$ cat config.mk
export PLATFORM = sky130hd
export DESIGN_NAME = serial_frame_rx
export DESIGN_NICKNAME = d
export VERILOG_FILES = /design/src/rtl/serial_frame_rx.sv
export SDC_FILE = /design/constraint.sdc
export NUM_CORES = 1
export LEC_CHECK = 0
export ABC_AREA = 1
export CORE_MARGIN = 10
export CORE_UTILIZATION = 50
export DETAILED_ROUTE_END_ITERATION = 8
export PLACE_DENSITY = 0.75
export SETUP_SLACK_MARGIN = 0.15
export SYNTH_ARGS = -nofsm -noshare
export SYNTH_HDL_FRONTEND = slang
export SYNTH_SLANG_ARGS = --single-unit
export TNS_END_PERCENT = 30
$ cat constraint.sdc
create_clock -name clk -period 3.4 [get_ports clk]
set_input_delay 1.02 -clock clk [delete_from_list [all_inputs] [get_ports clk]]
set_output_delay 1.02 -clock clk [all_outputs]
set_load 0.02 [all_outputs]
$ cat src/rtl/serial_frame_rx.sv
// Serial frame receiver: start bit, DATA_W data bits LSB-first, optional parity, stop bit.
// Good words are handed off through a one-deep valid/ready holding register.
module serial_frame_rx #(
    parameter int DATA_W     = 8,
    parameter int PARITY_EN  = 1,
    parameter int PARITY_ODD = 0
) (
    input  logic              clk,
    input  logic              reset,
    input  logic              din,
    output logic [DATA_W-1:0] dout,
    output logic              dout_valid,
    input  logic              dout_ready,
    output logic              parity_err,
    output logic              frame_err,
    output logic              overrun,
    output logic              busy
);

    localparam int CNT_W = (DATA_W > 2) ? $clog2(DATA_W) : 1;
    localparam logic [CNT_W-1:0] LAST_BIT = CNT_W'(DATA_W - 1);
    localparam logic ODD_BIT = (PARITY_ODD != 0) ? 1'b1 : 1'b0;

    typedef enum logic [1:0] {
        S_IDLE   = 2'd0,
        S_DATA   = 2'd1,
        S_PARITY = 2'd2,
        S_STOP   = 2'd3
    } state_t;

    state_t             state_q, state_d;
    logic [CNT_W-1:0]   cnt_q, cnt_d;
    logic [DATA_W-1:0]  shift_q, shift_d;
    logic               par_ok_q, par_ok_d;
    logic [DATA_W-1:0]  dout_q, dout_d;
    logic               dout_valid_q, dout_valid_d;
    logic               parity_err_q, parity_err_d;
    logic               frame_err_q, frame_err_d;
    logic               overrun_q, overrun_d;
    logic               busy_q, busy_d;

    // True when data bits plus the received parity bit match the configured sense.
    function automatic logic parity_ok(input logic [DATA_W-1:0] data, input logic par_bit);
        return (((^data) ^ par_bit) == ODD_BIT);
    endfunction

    // Next-state, datapath and frame outcome decision.
    always_comb begin
        state_d      = state_q;
        cnt_d        = cnt_q;
        shift_d      = shift_q;
        par_ok_d     = par_ok_q;
        dout_d       = dout_q;
        parity_err_d = 1'b0;
        frame_err_d  = 1'b0;
        overrun_d    = 1'b0;

        if (dout_valid_q && dout_ready) begin
            dout_valid_d = 1'b0;
        end else begin
            dout_valid_d = dout_valid_q;
        end

        case (state_q)
            S_IDLE: begin
                if (!din) begin
                    state_d  = S_DATA;
                    cnt_d    = '0;
                    shift_d  = '0;
                    par_ok_d = 1'b1;
                end else begin
                    state_d = S_IDLE;
                end
            end
            S_DATA: begin
                shift_d[cnt_q] = din;
                if (cnt_q == LAST_BIT) begin
                    cnt_d   = '0;
                    state_d = (PARITY_EN != 0) ? S_PARITY : S_STOP;
                end else begin
                    cnt_d = cnt_q + CNT_W'(1);
                end
            end
            S_PARITY: begin
                par_ok_d = parity_ok(shift_q, din);
                state_d  = S_STOP;
            end
            S_STOP: begin
                // Outcome priority: framing, then parity, then holding-register overrun.
                state_d = S_IDLE;
                if (!din) begin
                    frame_err_d = 1'b1;
                end else if (!par_ok_q) begin
                    parity_err_d = 1'b1;
                end else if (dout_valid_q && !dout_ready) begin
                    overrun_d = 1'b1;
                end else begin
                    dout_d       = shift_q;
                    dout_valid_d = 1'b1;
                end
            end
            default: begin
                state_d = S_IDLE;
            end
        endcase

        busy_d = (state_d != S_IDLE);
    end

    // State and output registers with synchronous reset.
    always_ff @(posedge clk) begin
        if (reset) begin
            state_q      <= S_IDLE;
            cnt_q        <= '0;
            shift_q      <= '0;
            par_ok_q     <= 1'b0;
            dout_q       <= '0;
            dout_valid_q <= 1'b0;
            parity_err_q <= 1'b0;
            frame_err_q  <= 1'b0;
            overrun_q    <= 1'b0;
            busy_q       <= 1'b0;
        end else begin
            state_q      <= state_d;
            cnt_q        <= cnt_d;
            shift_q      <= shift_d;
            par_ok_q     <= par_ok_d;
            dout_q       <= dout_d;
            dout_valid_q <= dout_valid_d;
            parity_err_q <= parity_err_d;
            frame_err_q  <= frame_err_d;
            overrun_q    <= overrun_d;
            busy_q       <= busy_d;
        end
    end

    assign dout       = dout_q;
    assign dout_valid = dout_valid_q;
    assign parity_err = parity_err_q;
    assign frame_err  = frame_err_q;
    assign overrun    = overrun_q;
    assign busy       = busy_q;

endmodule

# Yosys cells after proc, flatten, opt, wreduce, memory -nomap -nowiden
# Cells that the tools add are included.
[totals]
ramBits = 0
memories = 0
reg_bits = 27
elab_cells = 60
romBits = 0
latch_bits = 0
inputBits = 4
[classes]
n_shift = 0
div_mod_pow = 0
mux = 21
magnitude_cmp = 2
n_addsub = 1
n_reduce_logical = 15
bitwise = 6
multipliers = 0
eq_ne = 5
[ops]
columns = ["operator", "n"]
rows = [
  ["8-bit case mux with 2 select lines", 1],
  ["1-bit two-way mux", 11],
  ["8-bit bitwise mux", 1],
  ["8-bit two-way mux", 1],
  ["2-bit case mux with 4 select lines", 1],
  ["8-bit parity", 1],
  ["3-bit two-way mux", 2],
  ["3-bit case mux with 2 select lines", 1],
  ["2-bit nonzero test", 3],
  ["1-bit NOT", 5],
  ["2-bit equality test, second input constant", 2],
  ["3-bit by 4-bit less-than comparator with 1-bit output, second input constant", 1],
  ["2-bit AND reduction", 2],
  ["4-bit AND reduction", 1],
  ["4-bit OR reduction", 1],
  ["3-bit by 1-bit adder with 3-bit output, second input constant", 1],
  ["1-bit demux with 3-bit select", 1],
  ["3-bit equality test, second input constant", 1],
  ["3-bit by 1-bit greater-or-equal comparator with 1-bit output, second input constant", 1],
  ["1-bit logical AND", 3],
  ["3-bit OR reduction", 1],
  ["2-bit by 1-bit equality test with 1-bit output, second input constant", 1],
  ["2-bit logical NOT", 1],
  ["2-bit two-way mux", 1],
  ["other kinds (5)", 5],
]

# Longest topological paths before layout
# Gate-level depths: netlist (run 1).
[logic_depth]
word_depth = 6
depth_mapped = 9
mapped_depth_nobuf = 9

# Worst setup path before layout (run 1)
# OpenSTA, ideal clock, no wires.
[synth_path]
path_type = "input to register"
from = "input port din"
to = "register shift_q[3]"
arrival_time_ns = 1.583
setup_ns = 0.134
cell_stages = 4
required_time_ns = 3.266
slack_ns = 1.682
cell_sequence = "nor3_1 > inv_1 > a21oi_1 > a211oi_1"
[synth_between]
elab_chain_len = 2
word_cells_on_any_way = 4
cone_classes = "eq/ne: 1; mux: 2; reduce/logical: 1"
[synth_rtl]
columns = ["element", "line", "source"]
rows = [
  ["start: declaration", "10", "input logic din,"],
  ["8-bit bitwise mux or 2-bit != test (tied branches)", "-", ""],
  ["8-bit case mux with 2 select lines or 2-bit AND reduction (tied branches)", "-", ""],
  ["end signal: assignment", "126", "shift_q <= shift_d;"],
  ["end: declaration", "33", "logic [DATA_W-1:0] shift_q, shift_d;"],
]
# Parallel ways exist; a longest one is shown, timed or not.
# A chain may end at the register's enable or synchronous reset.

# Worst setup path after layout (run 1)
[layout_path]
from = "register dout_valid_q (netlist: dout_valid)"
to = "output port dout_valid"
[layout_lines]
columns = ["element", "line", "source"]
rows = [
  ["start: declaration", "36", "logic dout_valid_q, dout_valid_d;"],
  ["start signal: assignment", "129", "dout_valid_q <= dout_valid_d;"],
  ["end: declaration", "12", "output logic dout_valid,"],
]
# No word-level cell between the ends.

==> impl_metrics.json, run 1 <==
{
  "worstSkewPairLatency_ns": 0.32,
  "totalWireLength_mm": 2.52,
  "rows": 17,
  "finalCriticalPeriod_ns": 2.35,
  "yosysWarnings": 0,
  "placedCellCount": 204,
  "die_area_um2": 4800,
  "worst_path_max_delay_cell": "clkdlybuf4s50_1",
  "dp_hpwl_mm": 1.96,
  "p_leak_nw": 0.545,
  "clkSinkCount": 27,
  "worstPathCellList": "clkdlybuf4s50_1",
  "dr.pass1.iters": 4,
  "fin_skew_ns": 0.00868,
  "rsz0062_at_grt": "false",
  "clockBufferDepth": 2,
  "cp-start-kind": "flop",
  "drv_slew": 0,
  "path_delay_family": "buffers and inverters",
  "syn_inst": 164,
  "vias": 1090,
  "syn_to_final_growth_pct": 16.1,
  "cts_resized": 0,
  "setup_tns_ns": 0,
  "track_usage_pct": 10.2,
  "status": "finished, final reports clean",
  "ant_nets": 0,
  "cts_made_buffers": 3,
  "ir_worst_vdd_mv": 0.276,
  "synth-seq-cells": 27,
  "drv_cap": 0,
  "syn_area_per_cell_um2": 7.40,
  "worstMarginPinSlew_ns": 0.501,
  "end_kind": "output pin",
  "min_path_type": "flop to flop",
  "drc": 0,
  "cts_setup_buffers": 0,
  "nets": 187,
  "cts_tree": "built",
  "wire_per_inst_um": 12.1,
  "p_per_area_nw_per_um2": 365,
  "finalHoldViolCount": 0,
  "power_mw": 0.514,
  "io_buffers": 16,
  "period_share_pct": 69.2,
  "path_max_fanout": 2,
  "grt_pass1_vias": 1022,
  "crit_buf_inv": 1,
  "syn-num-nets": 170,
  "drive_above_1_share_pct": 6.11,
  "final_cell_count_no_fill": 208,
  "arrival_ns": 1.33,
  "grt_start_max_net_pins": 15,
  "gr-total-overflow": 0,
  "netlist.top_cell.by_area": "dfxtp_1",
  "cts_root_buffer": "clkbuf_4",
  "antenna_found_initial": 0,
  "yosys.area.top_type_share_pct": 44.5,
  "path_clk_slew_ns": 0.14,
  "synthTopCellsByArea": "dfxtp_1 (45%), nand2_1 (9.0%), a21oi_1 (7.4%)",
  "gp_congestion": 0.766,
  "fmax_mhz": 425,
  "start_util_pct": 53.8,
  "first_iter_violations": 49,
  "vias_per_cell": 5.24,
  "die_width_um": 69.3,
  "htree_levels": 1,
  "cp_slowest_stage_delay_ns": 0.63,
  "syn-cell-area_um2": 1210,
  "io_pins": 17,
  "grt_pass1_wl_mm": 4.32,
  "ys_seq_area_share_pct": 44.5,
  "required_ns": 2.38,
  "critPathKind": "flop to output pin",
  "setup_viol": 0,
  "cts_hold_buf": 0,
  "synthDistinctLibCells": 22,
  "slew-limit-headroom_pct": 66.5,
  "antenna_cells": 0,
  "die_y_um": 69.3,
  "core_um2": 2250
}
## final timing paths
kind               from          to  slack (ns)  cells after the start
min reg2reg     dout[5]     dout[5]        0.50                      2
max reg2reg    cnt_q[1]        busy        2.07                      6
max          dout_valid  dout_valid        1.05                      1
min             dout[5]     dout[5]        0.50                      2
## area by class of cell
cell class	count	area [um^2]
multi-input cells	109	552
repair buffers	16	160
flip-flops and latches	27	541
well taps	28	35.0
clock buffers	4	26.3
fillers	218	846
inverters	24	95.1
## metal layers
| layer | wire, um | global-route usage (%) | vias up |
|---|---|---|---|
| met3 | 93 | 2.14 | 2 |
| li1 | - | - | 570 |
| met1 | 1160 | 11.7 | 504 |
| met4 | 16 | 3.33 | 0 |
| met2 | 1250 | 18.1 | 14 |
| met5 | 0 | 0 | - |
## tightest hold or removal path: cells and delay by family (launching register included)
family	cells	cell delay, ns
flip-flops	1	0.34
AND/OR/NAND/NOR	2	0.14
## cells by family (layout without fill, tap and decap cells)
| kind of cell | after synthesis | in the layout | share of synthesized area [%] |
|---|---|---|---|
| buffers and inverters | 28 | 44 | 10.0 |
| flip-flops | 27 | 27 | 44.5 |
| XOR/XNOR | 1 | 1 | 0.722 |
| AO/OA/AOI/OAI | 40 | 40 | 18.7 |
| AND/OR/NAND/NOR | 66 | 66 | 24.0 |
| adder cells (fa/ha/maj) | 2 | 2 | 2.06 |
## per-stage QoR
step	util, %	area (um^2)	hold slack, ns	setup slack (ns)
floorplan	-	1210	0.456	1.68
global placement	61.3	1380	0.463	0.904
detailed placement	61.3	1380	0.475	0.864
finish	62.5	1410	0.498	1.05
CTS	62.5	1410	0.499	1.05
global route	62.5	1410	0.538	1.00
## report_power, final
part           internal (mW)  switching (mW)
Clock                 0.0459          0.0902
Combinational         0.0159          0.0315
Sequential             0.323         0.00776
Total                  0.385           0.129
## sequential cells by signal, indices dropped and copies added (netlist names)
register	cells
frame_err	1
dout	8
parity_err	1
overrun	1
state_q	2
par_ok_q	1
busy	1
shift_q	8
dout_valid	1
cnt_q	3
## cells in the mapped netlist
cell type and n:
a211oi_1 4, a21oi_1 18, a21oi_2 2, a31oi_1 1, buf_8 1, clkbuf_1 3, clkinv_4 1, dfxtp_1 27
ha_1 2, inv_1 22, inv_2 1, nand2_1 29, nand3_1 7, nand3_4 1, nand4_1 2, nor2_1 21
nor2_4 1, nor3_1 3, nor4_1 2, o21ai_0 13, o21ai_2 2, xnor2_1 1
## cells in the final DEF (no fill, tap or decap)
cell type         n
dfxtp_1          27
inv_1            22
a21oi_2           2
a31oi_1           1
nor3_1            3
clkbuf_1          1
a211oi_1          4
nor2_4            1
clkdlybuf4s50_1  16
nand2_1          29
clkinv_4          1
o21ai_0          13
inv_2             1
nand4_1           2
nor2_1           21
nand3_1           7
ha_1              2
nor4_1            2
clkbuf_4          3
o21ai_2           2
xnor2_1           1
a21oi_1          18
nand3_4           1
No activity file was read; power rests on OpenSTA's default activity.
==> run 2: changes to the inputs <==
==> constraint.sdc (replaced) <==
create_clock -name clk -period 2.29 [get_ports clk]
set_input_delay 0.687 -clock clk [delete_from_list [all_inputs] [get_ports clk]]
set_output_delay 0.687 -clock clk [all_outputs]
set_load 0.02 [all_outputs]
==> impl_metrics.json, run 2 (synthesis gave the netlist of run 1 again) <==
{
  "setup_viol": 0,
  "p_per_area_nw_per_um2": 540,
  "crit_cells": 1,
  "drive_above_1_share_pct": 7.65,
  "dr.pass1.iters": 4,
  "p_leak_nw": 0.559,
  "nets": 190,
  "slew-limit-headroom_pct": 72.1,
  "antenna_found_initial": 0,
  "path_max_fanout": 2,
  "power_mw": 0.772,
  "required_ns": 1.60,
  "finalHoldViolCount": 0,
  "reg2reg_depth": 6,
  "period_share_pct": 88.0,
  "multiInputGateArea_um2": 552,
  "die_area_um2": 4800,
  "core_um2": 2250,
  "drv_slew": 0,
  "path_clk_slew_ns": 0.14,
  "min_path_type": "flop to flop",
  "finalCriticalPeriod_ns": 2.01,
  "crit_path_start": "dout[2]",
  "cp-start-kind": "flop",
  "arrival_ns": 1.33,
  "regToRegEndpoint": "busy",
  "cts_made_buffers": 3,
  "whs_ns": 0.509,
  "vias_per_cell": 5.13,
  "start_util_pct": 53.8,
  "totalWireLength_mm": 2.55,
  "grt_pass1_vias": 1053,
  "path_delay_family": "buffers and inverters",
  "drc": 0,
  "final_common_cell": "nand2_1",
  "fin_skew_ns": 0.00432,
  "drv_cap": 0,
  "worstPathCellList": "clkdlybuf4s50_1",
  "rows": 17,
  "ant_nets": 0,
  "regArea_um2": 541,
  "antenna_cells": 0,
  "first_iter_violations": 34,
  "cts_tree": "built",
  "setup_tns_ns": 0,
  "crit_buf_inv": 1,
  "gp_congestion": 0.766,
  "syn_to_final_growth_pct": 17.9,
  "io_pins": 17,
  "clkSinkCount": 27,
  "r2r_setup_slack_ns": 0.95,
  "cts_root_buffer": "clkbuf_4",
  "critPathKind": "flop to output pin",
  "endpoint": "dout[2]",
  "worst_path_max_delay_cell": "clkdlybuf4s50_1",
  "die_width_um": 69.3,
  "clockBufferDepth": 2,
  "cts_setup_buffers": 0,
  "die_y_um": 69.3,
  "fillers": 218,
  "cts_hold_buf": 0,
  "fmax_mhz": 496,
  "status": "finished, final reports clean",
  "rsz0062_at_grt": "false",
  "vias": 1083,
  "worstSkewPairLatency_ns": 0.33,
  "grt_start_max_net_pins": 15,
  "worstMarginPinSlew_ns": 0.417,
  "reg2reg_from": "cnt_q[1]",
  "gr-total-overflow": 0,
  "dp_hpwl_mm": 1.99,
  "htree_levels": 1,
  "track_usage_pct": 11.0,
  "io_buffers": 16,
  "end_kind": "output pin",
  "cp_slowest_stage_delay_ns": 0.62,
  "final_cell_mix": "nand2_1 (29), dfxtp_1 (27), inv_1 (22)",
  "ir_worst_vdd_mv": 0.404,
  "grt_pass1_wl_mm": 4.63,
  "cts_resized": 0,
  "wire_per_inst_um": 12.1
}
## run 2: cell types whose count changed in the layout (fill, tap and decap cells not counted)
cell / before / now
buf_4: 0 / 3
## run 2: how the worst min path moves through the flow
stage / cells past startpoint / end / slack (ns) / start
after global placement: 2 / dout[3] / 0.46 / dout[3]
after global routing: 2 / dout[2] / 0.55 / shift_q[2]
final: 2 / dout[2] / 0.51 / shift_q[2]
after detailed placement: 2 / dout[2] / 0.49 / shift_q[2]
after CTS: 2 / dout[2] / 0.50 / shift_q[2]
after floorplan: 2 / dout[4] / 0.46 / shift_q[4]
## run 2: power breakdown
group	switching, mW	leakage (nW)	internal (mW)
Combinational	0.0486	0.326	0.0275
Clock	0.137	0.0150	0.0684
Sequential	0.0115	0.219	0.480
Total	0.197	0.559	0.575
## run 2: cell type report
type	count	area share (%)
multi-input combinational	109	38.5
sequential	27	37.8
timing repair buffer	19	12.8
inverter	24	6.64
tap	28	2.45
clock buffer	4	1.84
## run 2: stage by stage
step | worst slack [ns] | cell area, um^2 | instances | utilization, %
after CTS | 0.280 | 1430 | 211 | 63.5
after floorplan | 0.905 | 1210 | 164 | -
final | 0.276 | 1430 | 211 | 63.5
after global placement | 0.342 | 1410 | 207 | 62.3
after detailed placement | 0.307 | 1410 | 207 | 62.3
after global routing | 0.231 | 1430 | 211 | 63.5
## run 2: routing by layer
metal	track usage [%]	vias to the layer above	routed length [um]
met4	4.88	0	46
met5	0	-	0
met1	12.3	488	1110
li1	-	575	-
met2	19.2	15	1300
met3	2.57	5	98
